File: config.mk
export PLATFORM = sky130hd
export DESIGN_NAME = ao486_irq_ctrl
export DESIGN_NICKNAME = d
export VERILOG_FILES = /design/src/rtl/ao486_irq_ctrl.sv
export SDC_FILE = /design/constraint.sdc
export NUM_CORES = 1
export LEC_CHECK = 0
export BUFFER_PORTS_ARGS = -buffer_cell sky130_fd_sc_hd__buf_2
export CORE_ASPECT_RATIO = 0.6
export CORE_UTILIZATION = 58
export CTS_CLUSTER_SIZE = 12
export DETAILED_ROUTE_END_ITERATION = 10
export PLACE_DENSITY = 0.84
export SYNTH_ARGS = -nofsm -noshare
export SYNTH_HDL_FRONTEND = slang
export SYNTH_SLANG_ARGS = --single-unit
File: constraint.sdc
create_clock -name cpu_clk_i -period 5.26 [get_ports cpu_clk_i]
set_input_delay 1.052 -clock cpu_clk_i [delete_from_list [all_inputs] [get_ports cpu_clk_i]]
set_output_delay 1.052 -clock cpu_clk_i [all_outputs]
set_load 0.02 [all_outputs]
File: src/rtl/ao486_irq_ctrl.sv
// ao486_irq_ctrl: fixed-priority, fully-nested interrupt controller for the ao486 CPU.
// Latches device interrupt lines into IRR and presents one vector at a time to the CPU
// through interrupt_do / interrupt_vector / interrupt_done. It tracks in-service lines in
// ISR until software writes EOI, and exposes IMR/IRR/ISR/EOI through a Wishbone slave.
// Build option: define AO486_IRQ_LEVEL_EN to make IRR follow the synchronized irq_i level
// instead of latching rising edges.
module ao486_irq_ctrl #(
  parameter int unsigned NIRQ        = 16,
  parameter logic [7:0]  VEC_BASE_LO = 8'h08,
  parameter logic [7:0]  VEC_BASE_HI = 8'h70
) (
  input  logic            cpu_clk_i,
  input  logic            cpu_rst_n_i,
  input  logic [NIRQ-1:0] irq_i,
  output logic            interrupt_do,
  output logic [7:0]      interrupt_vector,
  input  logic            interrupt_done,
  input  logic [3:0]      wbs_adr_i,
  input  logic [31:0]     wbs_dat_i,
  input  logic [3:0]      wbs_sel_i,
  input  logic            wbs_we_i,
  input  logic            wbs_cyc_i,
  input  logic            wbs_stb_i,
  output logic [31:0]     wbs_dat_o,
  output logic            wbs_ack_o,
  output logic            wbs_err_o,
  output logic            wbs_rty_o
);

  typedef enum logic [1:0] {StIdle, StReq, StWait} state_e;

  state_e          r_state;
  logic [3:0]      r_win;
  logic [NIRQ-1:0] r_sync1, r_sync2;
  logic [NIRQ-1:0] r_imr, r_isr;
  logic [NIRQ-1:0] w_irr, w_cand, w_win_oh, w_done_set, w_eoi_clr, w_imr_next;
  logic [3:0]      w_win;
  logic [4:0]      w_isr_lo;
  logic            w_win_any, w_eligible;
  logic [7:0]      w_vec;
  logic [31:0]     w_wmask, w_rdata;
  logic            w_valid, w_wr;
  logic            w_unused;

  assign wbs_err_o = 1'b0;
  assign wbs_rty_o = 1'b0;

  assign w_valid = wbs_cyc_i & wbs_stb_i & ~wbs_ack_o;
  assign w_wr    = w_valid & wbs_we_i;
  assign w_wmask = {{8{wbs_sel_i[3]}}, {8{wbs_sel_i[2]}}, {8{wbs_sel_i[1]}}, {8{wbs_sel_i[0]}}};
  assign w_unused = ^{wbs_adr_i[1:0], wbs_dat_i, w_wmask};

  // Two-flop synchronizer on every interrupt line
  always_ff @(posedge cpu_clk_i or negedge cpu_rst_n_i) begin
    if (!cpu_rst_n_i) begin
      r_sync1 <= '0;
      r_sync2 <= '0;
    end else begin
      r_sync1 <= irq_i;
      r_sync2 <= r_sync1;
    end
  end

  // Decoded register-side effects of the current Wishbone access and CPU acknowledge
  always_comb begin
    w_imr_next = (r_imr & ~w_wmask[NIRQ-1:0]) | (wbs_dat_i[NIRQ-1:0] & w_wmask[NIRQ-1:0]);
    w_eoi_clr  = '0;
    if (w_wr && wbs_adr_i[3:2] == 2'd3) w_eoi_clr = wbs_dat_i[NIRQ-1:0] & w_wmask[NIRQ-1:0];
    w_win_oh = '0;
    for (int i = 0; i < int'(NIRQ); i++) w_win_oh[i] = (r_win == 4'(i));
    w_done_set = (r_state == StReq && interrupt_done) ? w_win_oh : '0;
  end

`ifdef AO486_IRQ_LEVEL_EN
  // Level mode: IRR is the synchronized line itself; the device must deassert
  assign w_irr = r_sync2;
`else
  logic [NIRQ-1:0] r_sync_prev, r_irr;

  // Edge mode: latch synchronized rising edges; a new edge beats the acknowledge clear
  always_ff @(posedge cpu_clk_i or negedge cpu_rst_n_i) begin
    if (!cpu_rst_n_i) begin
      r_sync_prev <= '0;
      r_irr       <= '0;
    end else begin
      r_sync_prev <= r_sync2;
      r_irr       <= (r_irr & ~w_done_set) | (r_sync2 & ~r_sync_prev);
    end
  end

  assign w_irr = r_irr;
`endif

  // Lowest-index unmasked pending line wins; it must outrank every in-service line
  always_comb begin
    w_cand    = w_irr & ~r_imr;
    w_win     = '0;
    w_win_any = 1'b0;
    for (int i = int'(NIRQ) - 1; i >= 0; i--) begin
      if (w_cand[i]) begin
        w_win_any = 1'b1;
        w_win     = 4'(i);
      end
    end
    w_isr_lo = 5'd16;
    for (int i = int'(NIRQ) - 1; i >= 0; i--) begin
      if (r_isr[i]) w_isr_lo = 5'(i);
    end
    w_eligible = w_win_any && ({1'b0, w_win} < w_isr_lo);
    if (w_win < 4'd8) w_vec = VEC_BASE_LO + {4'b0, w_win};
    else              w_vec = VEC_BASE_HI + {4'b0, w_win} - 8'd8;
  end

  // Request FSM; vector and request are held unchanged while in REQ
  always_ff @(posedge cpu_clk_i or negedge cpu_rst_n_i) begin
    if (!cpu_rst_n_i) begin
      r_state          <= StIdle;
      r_win            <= '0;
      interrupt_do     <= 1'b0;
      interrupt_vector <= '0;
    end else begin
      unique case (r_state)
        StIdle: begin
          if (w_eligible) begin
            r_win            <= w_win;
            interrupt_vector <= w_vec;
            interrupt_do     <= 1'b1;
            r_state          <= StReq;
          end
        end
        StReq: begin
          if (interrupt_done) begin
            interrupt_do <= 1'b0;
            r_state      <= StWait;
          end
        end
        StWait:  r_state <= StIdle;
        default: r_state <= StIdle;
      endcase
    end
  end

  // In-service tracking; acknowledge set wins over a same-cycle EOI clear
  always_ff @(posedge cpu_clk_i or negedge cpu_rst_n_i) begin
    if (!cpu_rst_n_i) r_isr <= '0;
    else              r_isr <= (r_isr & ~w_eoi_clr) | w_done_set;
  end

  // Read-data mux, zero-extended to the bus width
  always_comb begin
    unique case (wbs_adr_i[3:2])
      2'd0:    w_rdata = 32'(r_imr);
      2'd1:    w_rdata = 32'(w_irr);
      2'd2:    w_rdata = 32'(r_isr);
      default: w_rdata = '0;
    endcase
  end

  // Wishbone slave: single-cycle ack, registered read data, byte-enabled IMR writes
  always_ff @(posedge cpu_clk_i or negedge cpu_rst_n_i) begin
    if (!cpu_rst_n_i) begin
      wbs_ack_o <= 1'b0;
      wbs_dat_o <= '0;
      r_imr     <= '1;
    end else begin
      wbs_ack_o <= w_valid;
      wbs_dat_o <= (w_valid && !wbs_we_i) ? w_rdata : '0;
      if (w_wr && wbs_adr_i[3:2] == 2'd0) r_imr <= w_imr_next;
    end
  end

endmodule

Word-level counts from Yosys, hierarchy flattened
Index checks and enable logic that the tools add are counted.
- bits in registers: 128
- input bits: 62
- output and inout bits: 44
- add/sub/neg operators: 3
- order comparisons: 2
- equal/unequal tests: 21
- multiplexer cells: 59
- bitwise operators: 18
- reduce and logical (&&, ||, !) cells: 13
- operator list (cell ; number):
    16-bit AND ; 6
    5-bit 2-to-1 mux ; 16
    16-bit NOT ; 5
    4-bit 2-to-1 mux ; 16
    16-bit 2-to-1 mux ; 3
    16-bit OR ; 3
    16-bit one-hot mux with 3 select lines ; 1
    4-bit equality test, second input constant ; 8
    1-bit 2-to-1 mux ; 18
    4-bit by 3-bit equality test with 1-bit output, second input constant ; 4
    7-bit by 4-bit adder with 8-bit output, first input constant ; 1
    4-bit by 2-bit equality test with 1-bit output, second input constant ; 2
    8-bit 2-to-1 mux ; 1
    8-bit by 4-bit subtractor with 8-bit output, second input constant ; 1
    4-bit by 4-bit adder with 5-bit output, first input constant ; 1
    1-bit logical AND ; 5
    4-bit by 5-bit < comparator with 1-bit output ; 1
    2-bit by 1-bit equality test with 1-bit output, second input constant ; 2
    2-bit equality test, second input constant ; 2
    4-bit by 1-bit equality test with 1-bit output, second input constant ; 1
    2-bit zero test ; 2
    4-bit zero test ; 1
    4-bit < comparator, second input constant ; 1
    2-bit 2-to-1 mux ; 2
    other kinds (9) ; 13

Logic depth before layout (Yosys ltp)
Gate-level depths: netlist of the first run.
- word-level depth: 22
- mapped depth: 13
- gate-level depth less buffers: 13

Worst setup path before layout of the first run
Ideal clock, no wire load.
- path kind: register -> register
- start point: register (tool-made name)
- end point: register interrupt_vector[2]
- setup time: 0.125 ns
- arrival time: 2.600 ns
- path slack: 2.535 ns
- cell stages (with the launch flop): 11
- buffers on the path: 0
- period minus slack after synthesis: 2.725 ns
- path through: dfstp_2 inv_1 a221o_1 a31oi_1 o211ai_1 a311oi_1 ha_1 nand4_1 inv_1 a211oi_4 mux2_4
- RTL lines (what ; RTL line ; source):
    to (signal assigned) ; 126 ; interrupt_vector <= w_vec;
    to (decl) ; 16 ; output logic [7:0] interrupt_vector,

==> impl_metrics.env, run 1 <==
export IMPL_hold_buffers=0
export IMPL_grt_pass1_vias=3656
export IMPL_finalPower_mw=2.75
export IMPL_boundaryPins=106
export IMPL_yosysTopAreaCellShare=0.521
export IMPL_synth_distinct_cells=49
export IMPL_setup_total_negative_slack_ns=0
export IMPL_start_kind="flip-flop"
export IMPL_critPathRequiredTime_ns=5.56
export IMPL_fp_coreArea_um2=8130
export IMPL_antenna_found_initial=0
export IMPL_dieArea_um2=9080
export IMPL_place_inst=611
export IMPL_synth_top_cells_by_count="dfrtp_1 (105), nor2_1 (46), nand2_1 (38)"
export IMPL_drt_iter0_drc=311
export IMPL_synthTopCellsByArea="dfrtp_1 (52%), dfstp_2 (8.3%), mux2_1 (3.6%)"
export IMPL_grtUsageTotal=0.296
export IMPL_worstSetupPathType="reg -> reg"
export IMPL_final_cells=643
export IMPL_hold_path_class="reg -> reg"
export IMPL_powerDensity_nw_per_um2=454
export IMPL_cts_made_buffers=17
export IMPL_period_minus_slack_ns=3.15
export IMPL_syn2layout_area_growth_pct=20.0
export IMPL_netlist_area_um2=5040
export IMPL_fin_hold_ws_ns=0.347
export IMPL_root_buffer="clkbuf_16"
export IMPL_synth_top_family_by_area="simple AND/OR/NAND/NOR gates"
export IMPL_max_slew_margin=0.292
export IMPL_ir_drop_mv=0.277
export IMPL_drive_above_1_share=0.234
export IMPL_status="finished, final reports clean"
export IMPL_synthMuxAreaShare=0.0784
export IMPL_synth_compound_area_share=0.108
export IMPL_synth_simple_gate_area_frac=0.140
export IMPL_grt_ovfl_total=0
export IMPL_synth_async_reset_ratio=1.00
export IMPL_grt_max_degree=79
export IMPL_synth_seq_cells=121
export IMPL_yosysMostFrequentCell="dfrtp_1"
export IMPL_worstSkewPairLatency_ns=0.42
export IMPL_finalSetupViolCount=0
export IMPL_syn_avg_cell_area_um2=11.2
export IMPL_nets=587
export IMPL_fin_skew_ns=0.00847
export IMPL_vias=3725
export IMPL_ys_warn_count=0
export IMPL_hold_viol=0
export IMPL_drtAntennaViolNets=0
export IMPL_place_gp_congestion=0.921
export IMPL_drcViolationCount=0
export IMPL_crit_fanout=6
export IMPL_drt_total_wl_um=12200
export IMPL_period_share=0.598
export IMPL_grt_setup_unrepaired="false"
export IMPL_cts_tree="yes"
export IMPL_fmax_mhz=318
export IMPL_clock_path_buffers=2
export IMPL_synth_flop_cell="dfrtp_1"
export IMPL_crit_arrival_ns=3.45
export IMPL_post_cts_resized=0
export IMPL_synth_edff_count=0
export IMPL_drt_vias_per_instance=5.79
export IMPL_dr_pass1_iters=5
export IMPL_netlist_instances=449
export IMPL_grt_pass1_wl_um=19100
export IMPL_die_height_um=74.2
export IMPL_hpwl_um=8290
export IMPL_slew_violations=0
export IMPL_synth_xor_area_share=0
export IMPL_ys_seq_area_frac=0.604
export IMPL_cts_sinks=121
export IMPL_io_buffer_count=66
export IMPL_synth_fa_ha_area_frac=0.00744
export IMPL_htreeDepth=4
export IMPL_n_antenna_cell=0
export IMPL_wl_per_cell_um=19.0
export IMPL_clk_pin_slew_ns=0.06
export IMPL_p_leak_nw=2.93
export IMPL_dieWidth_um=122
export IMPL_drv_cap=0
export IMPL_post_cts_buffers=0
export IMPL_synth_largest_area_cell="dfrtp_1"
export IMPL_start_util=0.620
export IMPL_worst_pin_slew_ns=1.05
export IMPL_rows=25
export IMPL_end_kind="flip-flop"
[power breakdown]
part	leakage [nW]	internal (mW)	switching (mW)
Combinational	1.22	0.139	0.222
Clock	0.305	0.854	0.424
Sequential	1.41	1.03	0.0786
[worst max-delay path: stages (launching register included)]
cell and delay, ns:
dfstp_2 0.55, inv_1 0.04, a221o_1 0.33, a31oi_1 0.20
o211ai_1 0.12, a311oi_1 0.47, ha_1 0.31, nand4_1 0.13
inv_1 0.10, a211oi_4 0.42, mux2_4 0.34
[cell usage in the layout, fill, tap and decap left out, types with 16 or more instances in the layout]
cell type	n
dfstp_2	16
dfrtp_1	105
nand2b_1	16
nor2_1	46
inv_1	28
o21ai_1	22
mux2i_1	17
buf_2	65
conb_1	19
a21oi_1	22
nand2_1	38
mux2_1	16
clkbuf_16	17
[stage by stage]
| stage | utilization | worst slack [ns] | area (um2) |
|---|---|---|---|
| detailed placement | 0.663 | 2.16 | 5390 |
| CTS | 0.744 | 2.14 | 6050 |
| global placement | 0.663 | 2.13 | 5390 |
| floorplan | - | 2.54 | 5110 |
| global route | 0.744 | 1.94 | 6050 |
| finish | 0.744 | 2.11 | 6050 |
[logic make-up after synthesis]
group                    count (synthesis)
buffers and inverters                   60
other                                    1
multiplexers                            36
AND/OR/NAND/NOR                        145
adder cells (fa/ha/maj)                  3
flip-flops                             121
AO/OA/AOI/OAI                           83
[routing by layer]
| metal | wire length, um | vias up | GRT usage |
|---|---|---|---|
| li1 | - | 1638 | - |
| met1 | 5600 | 1901 | 0.415 |
| met2 | 5560 | 171 | 0.452 |
| met3 | 890 | 15 | 0.0683 |
| met4 | 152 | 0 | 0.122 |
| met5 | 0 | - | 0 |
[area by class of cell]
class / count / area (um2)
clock buffer: 18 / 439
clock inverter: 14 / 219
fill: 543 / 2080
inverter: 28 / 105
multi-input combinational: 286 / 1760
sequential: 121 / 3050
tap: 108 / 135
timing repair buffer: 68 / 348
[worst paths after layout]
kind | start | endpoint | slack [ns] | cells after the start
min reg2reg | r_sync1[7] | r_sync2[7] | 0.35 | 0
min in group asynchronous | cpu_rst_n_i | wbs_dat_o[2] | 0.77 | 1
min | r_sync1[7] | r_sync2[7] | 0.35 | 0
max | flip-flop | interrupt_vector[6] | 2.11 | 10
max reg2reg | flip-flop | interrupt_vector[6] | 2.11 | 10
max in group asynchronous | cpu_rst_n_i | wbs_dat_o[4] | 3.40 | 2
No activity file was read; power rests on OpenSTA's default activity.
==> inputs of run 2 (changes only) <==
CORE_UTILIZATION = 54   (was 58)
PLACE_DENSITY = 0.79   (was 0.84)
clock period = 3.15 ns   (was 5.26 ns; I/O delays follow)
==> run 2 against run 1 <==
  * Via count is 2.5% lower
  * Cell count is 1.2% higher
  * Combinational power is 70% higher
  * Clock power is 50% higher
  * Utilization is 5.6 points lower
  * Critical path depth stayed put
  * Worst hold slack worse by 0.14 ns
  * Wire length is 6.2% lower
  * Count of clock-buffer cells in the layout is 1 higher
  * Total power is 60% higher
  * Flip-flop and latch count stayed put
  * Die area is 7.2% higher
==> impl_metrics.env, run 2 (synthesized netlist as in run 1, its figures left out) <==
export IMPL_syn2layout_area_growth_pct=19.8
export IMPL_clock_path_buffers=2
export IMPL_antenna_found_initial=0
export IMPL_ir_drop_mv=0.537
export IMPL_rr_worst_depth=10
export IMPL_die_height_um=76.9
export IMPL_vias=3631
export IMPL_fin_skew_ns=0.00798
export IMPL_clk_pin_slew_ns=0.06
export IMPL_n_antenna_cell=0
export IMPL_sw_frac_of_total=0.276
export IMPL_hold_path_class="in -> async"
export IMPL_seq_power_share=0.422
export IMPL_cts_tree="yes"
export IMPL_worst_pin_slew_ns=0.860
export IMPL_drcViolationCount=0
export IMPL_pwr_share_comb=0.139
export IMPL_cts_sinks=121
export IMPL_crit_chain="nand2b_1, o2111ai_1, nor3_1, ha_1, nor2b_1, o21ai_1, nand3_2, a211oi_4, buf_4, mux2i_1"
export IMPL_layout_commonest_cell="dfrtp_1"
export IMPL_root_buffer="clkbuf_16"
export IMPL_p_int_mw=3.18
export IMPL_fill_cells=637
export IMPL_drive_above_1_share=0.241
export IMPL_start_util=0.574
export IMPL_crit_path_end="interrupt_vector[3]"
export IMPL_crit_arrival_ns=3.33
export IMPL_slew_violations=0
export IMPL_nets=591
export IMPL_finalPower_mw=4.39
export IMPL_powerDensity_nw_per_um2=726
export IMPL_max_slew_margin=0.425
export IMPL_p_leak_nw=2.94
export IMPL_place_gp_congestion=0.904
export IMPL_crit_cells=10
export IMPL_cts_made_buffers=17
export IMPL_rows=26
export IMPL_p_clk_frac=0.439
export IMPL_fmax_mhz=333
export IMPL_boundaryPins=106
export IMPL_drt_iter0_drc=399
export IMPL_dieArea_um2=9740
export IMPL_grt_setup_unrepaired="false"
export IMPL_io_buffer_count=66
export IMPL_setup_total_negative_slack_ns=0
export IMPL_hold_viol=0
export IMPL_start_kind="flip-flop"
export IMPL_fp_coreArea_um2=8780
export IMPL_drtAntennaViolNets=0
export IMPL_rr_endpoint="interrupt_vector[3]"
export IMPL_crit_fanout=4
export IMPL_end_kind="flip-flop"
export IMPL_grtUsageTotal=0.257
export IMPL_worstSkewPairLatency_ns=0.42
export IMPL_grt_max_degree=59
export IMPL_period_share=0.953
export IMPL_drt_total_wl_um=11500
export IMPL_period_minus_slack_ns=3.00
export IMPL_switchingPower_mw=1.21
export IMPL_ff2ff_setup_slack_ns=0.15
export IMPL_hpwl_um=7920
export IMPL_crit_family="simple AND/OR/NAND/NOR gates"
export IMPL_layout_common_cells="dfrtp_1 (105), buf_2 (65), nor2_1 (46)"
export IMPL_status="finished, final reports clean"
export IMPL_worstSetupPathType="reg -> reg"
export IMPL_dieWidth_um=127
export IMPL_max_stage_delay_ns=0.53
export IMPL_htreeDepth=4
export IMPL_drt_vias_per_instance=5.58
export IMPL_dr_pass1_iters=4
export IMPL_worst_path_max_delay_cell="dfstp_2"
export IMPL_worst_path_buf_inv=1
export IMPL_hold_buffers=0
export IMPL_critPathRequiredTime_ns=3.48
export IMPL_grt_ovfl_total=0
export IMPL_grt_pass1_vias=3522
export IMPL_drv_cap=0
export IMPL_grt_pass1_wl_um=18400
export IMPL_finalSetupViolCount=0
export IMPL_wl_per_cell_um=17.6
run 2: cell types whose count changed in the layout (fill, tap and decap cells not counted):
cell / delta
a311oi_1: -1
clkinv_4: +2
a311oi_2: +1
clkinv_2: +1
bufinv_16: -3
buf_12: +1
clkbuf_8: +1
clkinvlp_4: -1
buf_4: +3
run 2: layout make-up:
cell class,instances,area [um2],area share
clock buffers,19,453,0.0749
repair buffers,72,390,0.0646
inverters,28,105,0.0174
well taps,112,140,0.0232
clock inverters,13,144,0.0238
multi-input cells,286,1760,0.292
flip-flops and latches,121,3050,0.504
run 2: routing by layer:
metal	GRT usage	wire length (um)	vias up
met5	0	0	-
met4	0.0976	156	0
met3	0.0768	953	17
met2	0.366	5020	168
met1	0.372	5320	1799
li1	-	-	1647
run 2: power by group through the flow:
| stage | registers [mW] | logic [mW] | clock network [mW] |
|---|---|---|---|
| finish | 1.85 | 0.612 | 1.92 |
| global route | 1.86 | 0.669 | 2.02 |
| CTS | 1.84 | 0.604 | 1.94 |
| detailed placement | 1.87 | 0.599 | 0 |
| global placement | 1.86 | 0.581 | 0 |
| floorplan | 1.86 | 0.405 | 0 |
run 2: stage by stage:
| stage | hold slack, ns | instances | cell area, um2 | utilization | worst slack, ns |
|---|---|---|---|---|---|
| floorplan | 0.331 | 467 | 5110 | - | 0.425 |
| CTS | 0.234 | 651 | 6040 | 0.687 | 0.163 |
| finish | 0.212 | 651 | 6040 | 0.688 | 0.149 |
| detailed placement | 0.336 | 619 | 5440 | 0.620 | 0.184 |
| global placement | 0.332 | 619 | 5440 | 0.620 | 0.193 |
| global route | 0.257 | 651 | 6040 | 0.688 | 0.0197 |
run 2: worst min path at each step:
| stage | from | end | cells past startpoint | slack, ns |
|---|---|---|---|---|
| 2_1_floorplan | cpu_rst_n_i | interrupt_do | 0 | 0.33 |
| 3_3_place_gp | r_sync1[11] | r_sync2[11] | 0 | 0.33 |
| 3_5_place_dp | r_sync1[11] | r_sync2[11] | 0 | 0.34 |
| 4_1_cts | cpu_rst_n_i | wbs_dat_o[2] | 1 | 0.23 |
| 5_1_grt | cpu_rst_n_i | wbs_dat_o[0] | 1 | 0.26 |
| 6_report | cpu_rst_n_i | wbs_dat_o[0] | 1 | 0.21 |
run 2: repair_timing:
item	in CTS	in global routing
endpoints found under the setup margin	0	1
buffers inserted	0	0
resized for setup	0	1
==> inputs of run 3 (changes only) <==
--- a/config.mk
+++ b/config.mk
@@ -8,8 +8,7 @@
 export BUFFER_PORTS_ARGS = -buffer_cell sky130_fd_sc_hd__buf_2
 export CORE_ASPECT_RATIO = 0.6
-export CORE_UTILIZATION = 54
+export CORE_UTILIZATION = 38
 export CTS_CLUSTER_SIZE = 12
 export DETAILED_ROUTE_END_ITERATION = 10
-export PLACE_DENSITY = 0.79
 export SYNTH_ARGS = -nofsm -noshare
 export SYNTH_HDL_FRONTEND = slang
==> constraint.sdc (replaced) <==
create_clock -name cpu_clk_i -period 3.15 [get_ports cpu_clk_i]
set_input_delay 0.4725 -clock cpu_clk_i [delete_from_list [all_inputs] [get_ports cpu_clk_i]]
set_output_delay 0.4725 -clock cpu_clk_i [all_outputs]
set_load 0.02 [all_outputs]
==> run 3 against run 2 <==
  * Worst hold slack worse by 0.20 ns
  * Utilization is 21 points lower
  * Count of clock-buffer cells in the layout shrank 2
  * Sequential share of layout area fell by 0.48 points
  * Clock power is essentially flat
  * Non-clock buffer count increased by 1
  * Setup slack improved by 0.016 ns
  * Final area rose by 0.95%
==> impl_metrics.env, run 3 (synthesized netlist as in run 1, its figures left out) <==
export IMPL_use_met2=0.250
export IMPL_grtUsageTotal=0.193
export IMPL_syn2layout_area_growth_pct=21.0
export IMPL_fp_coreArea_um2=12900
export IMPL_clock_path_buffers=2
export IMPL_place_gp_congestion=0.862
export IMPL_place_inst=678
export IMPL_hold_viol=0
export IMPL_rr_worst_depth=10
export IMPL_grt_setup_unrepaired="false"
export IMPL_grt_max_degree=53
export IMPL_layout_common_cells="dfrtp_1 (105), buf_2 (65), nor2_1 (46)"
export IMPL_fin_skew_ns=0.00722
export IMPL_rr_endpoint="interrupt_vector[6]"
export IMPL_p_leak_nw=2.94
export IMPL_boundaryPins=106
export IMPL_drtAntennaViolNets=0
export IMPL_worstSkewPairLatency_ns=0.42
export IMPL_nets=592
export IMPL_max_slew_margin=0.516
export IMPL_post_cts_resized=0
export IMPL_powerDensity_nw_per_um2=714
export IMPL_top_usage_layer="met1"
export IMPL_hpwl_um=8540
export IMPL_vias=3549
export IMPL_wl_per_cell_um=17.0
export IMPL_cts_made_buffers=17
export IMPL_cts_tree="yes"
export IMPL_cts_sinks=121
export IMPL_worst_pin_slew_ns=0.723
export IMPL_placed_cell_area_um2=5520
export IMPL_grt_pass1_vias=3563
export IMPL_htreeDepth=4
export IMPL_start_kind="flip-flop"
export IMPL_slew_violations=0
export IMPL_grt_ovfl_total=0
export IMPL_dr_pass1_iters=5
export IMPL_clk_pin_slew_ns=0.06
export IMPL_period_minus_slack_ns=2.98
export IMPL_drv_cap=0
export IMPL_worst_path_buf_inv=2
export IMPL_stdcell_area_um2=6100
export IMPL_post_place_ws_ns=0.214
export IMPL_grt_pass1_wl_um=19400
export IMPL_hold_buffers=0
export IMPL_end_kind="flip-flop"
export IMPL_grt_util_met3=0.0588
export IMPL_crit_fanout=4
export IMPL_io_buffer_count=66
export IMPL_crit_family="compound AO/OA/AOI/OAI gates"
export IMPL_critPathRequiredTime_ns=3.45
export IMPL_ir_drop_mv=0.359
export IMPL_die_height_um=91.2
export IMPL_hold_path_class="in -> async"
export IMPL_crit_chain="inv_1, a221o_1, a31oi_1, o211ai_1, a311oi_1, ha_1, nand4_1, inv_1, a211oi_4, mux2_4"
export IMPL_fin_hold_ws_ns=0.0111
export IMPL_drive_above_1_share=0.241
export IMPL_fmax_mhz=335
export IMPL_root_buffer="clkbuf_16"
export IMPL_drt_iter0_drc=184
export IMPL_antenna_found_initial=0
export IMPL_rows=32
export IMPL_period_share=0.947
export IMPL_n_antenna_cell=0
export IMPL_drt_total_wl_um=12000
export IMPL_worstSetupPathType="reg -> reg"
export IMPL_dieArea_um2=13800
export IMPL_ff2ff_setup_slack_ns=0.17
export IMPL_drt_vias_per_instance=5.00
export IMPL_setup_total_negative_slack_ns=0
export IMPL_drcViolationCount=0
export IMPL_crit_arrival_ns=3.28
export IMPL_start_util=0.391
export IMPL_met1_usage=0.294
export IMPL_dieWidth_um=151
export IMPL_crit_path_frequent_cell="inv_1"
export IMPL_layout_commonest_cell="dfrtp_1"
export IMPL_worst_slack_ns=0.166
export IMPL_worst_path_max_delay_cell="dfstp_2"
export IMPL_post_cts_buffers=0
export IMPL_final_cells=710
export IMPL_finalSetupViolCount=0
export IMPL_max_stage_delay_ns=0.56
export IMPL_status="finished, final reports clean"
run 3: changes by cell type in the layout (fill, tap and decap cells not counted), sizes merged:
cell / change
clkinv: +5
clkbuf: -2
inv: -2
buf: +1
clkinvlp: -1
run 3: how the worst max path moves through the flow:
| stage | endpoint | start | depth (start not counted) |
|---|---|---|---|
| after floorplan | interrupt_vector[2] | flip-flop | 10 |
| final | interrupt_vector[6] | flip-flop | 10 |
| after CTS | interrupt_vector[3] | flip-flop | 11 |
| after detailed placement | interrupt_vector[1] | flip-flop | 10 |
| after global placement | interrupt_vector[6] | flip-flop | 10 |
| after global routing | interrupt_vector[3] | flip-flop | 11 |
run 3: per-layer routing:
metal | vias up | part of all wire
met3 | 17 | 0.074
li1 | 1647 | -
met4 | 0 | 0.011
met5 | - | 0
met1 | 1748 | 0.52
met2 | 137 | 0.40
run 3: worst register-to-register path, cell delays in order (launching register included):
cell,delay [ns]
dfstp_2,0.56
inv_1,0.04
a221o_1,0.34
a31oi_1,0.20
o211ai_1,0.12
a311oi_1,0.40
ha_1,0.30
nand4_1,0.13
inv_1,0.10
a211oi_4,0.35
mux2_4,0.33
run 3: area by class of cell:
cell class,instances,area [um2]
fill,1194,6790
sequential,121,3050
multi-input combinational,286,1760
clock buffer,17,425
timing repair buffer,73,398
tap,170,213
clock inverter,15,155
inverter,28,105
run 3: per-stage QoR:
stage,total power [mW],utilization
4_1_cts,4.39,0.473
6_report,4.36,0.473
2_1_floorplan,2.26,-
3_3_place_gp,2.46,0.428
3_5_place_dp,2.49,0.428
5_1_grt,4.54,0.473
run 3: where the power goes:
group | switching [mW] | leakage (nW) | internal, mW | total (mW)
Clock | 0.727 | 0.279 | 1.16 | 1.89
Sequential | 0.127 | 1.41 | 1.72 | 1.85
Combinational | 0.374 | 1.25 | 0.250 | 0.623
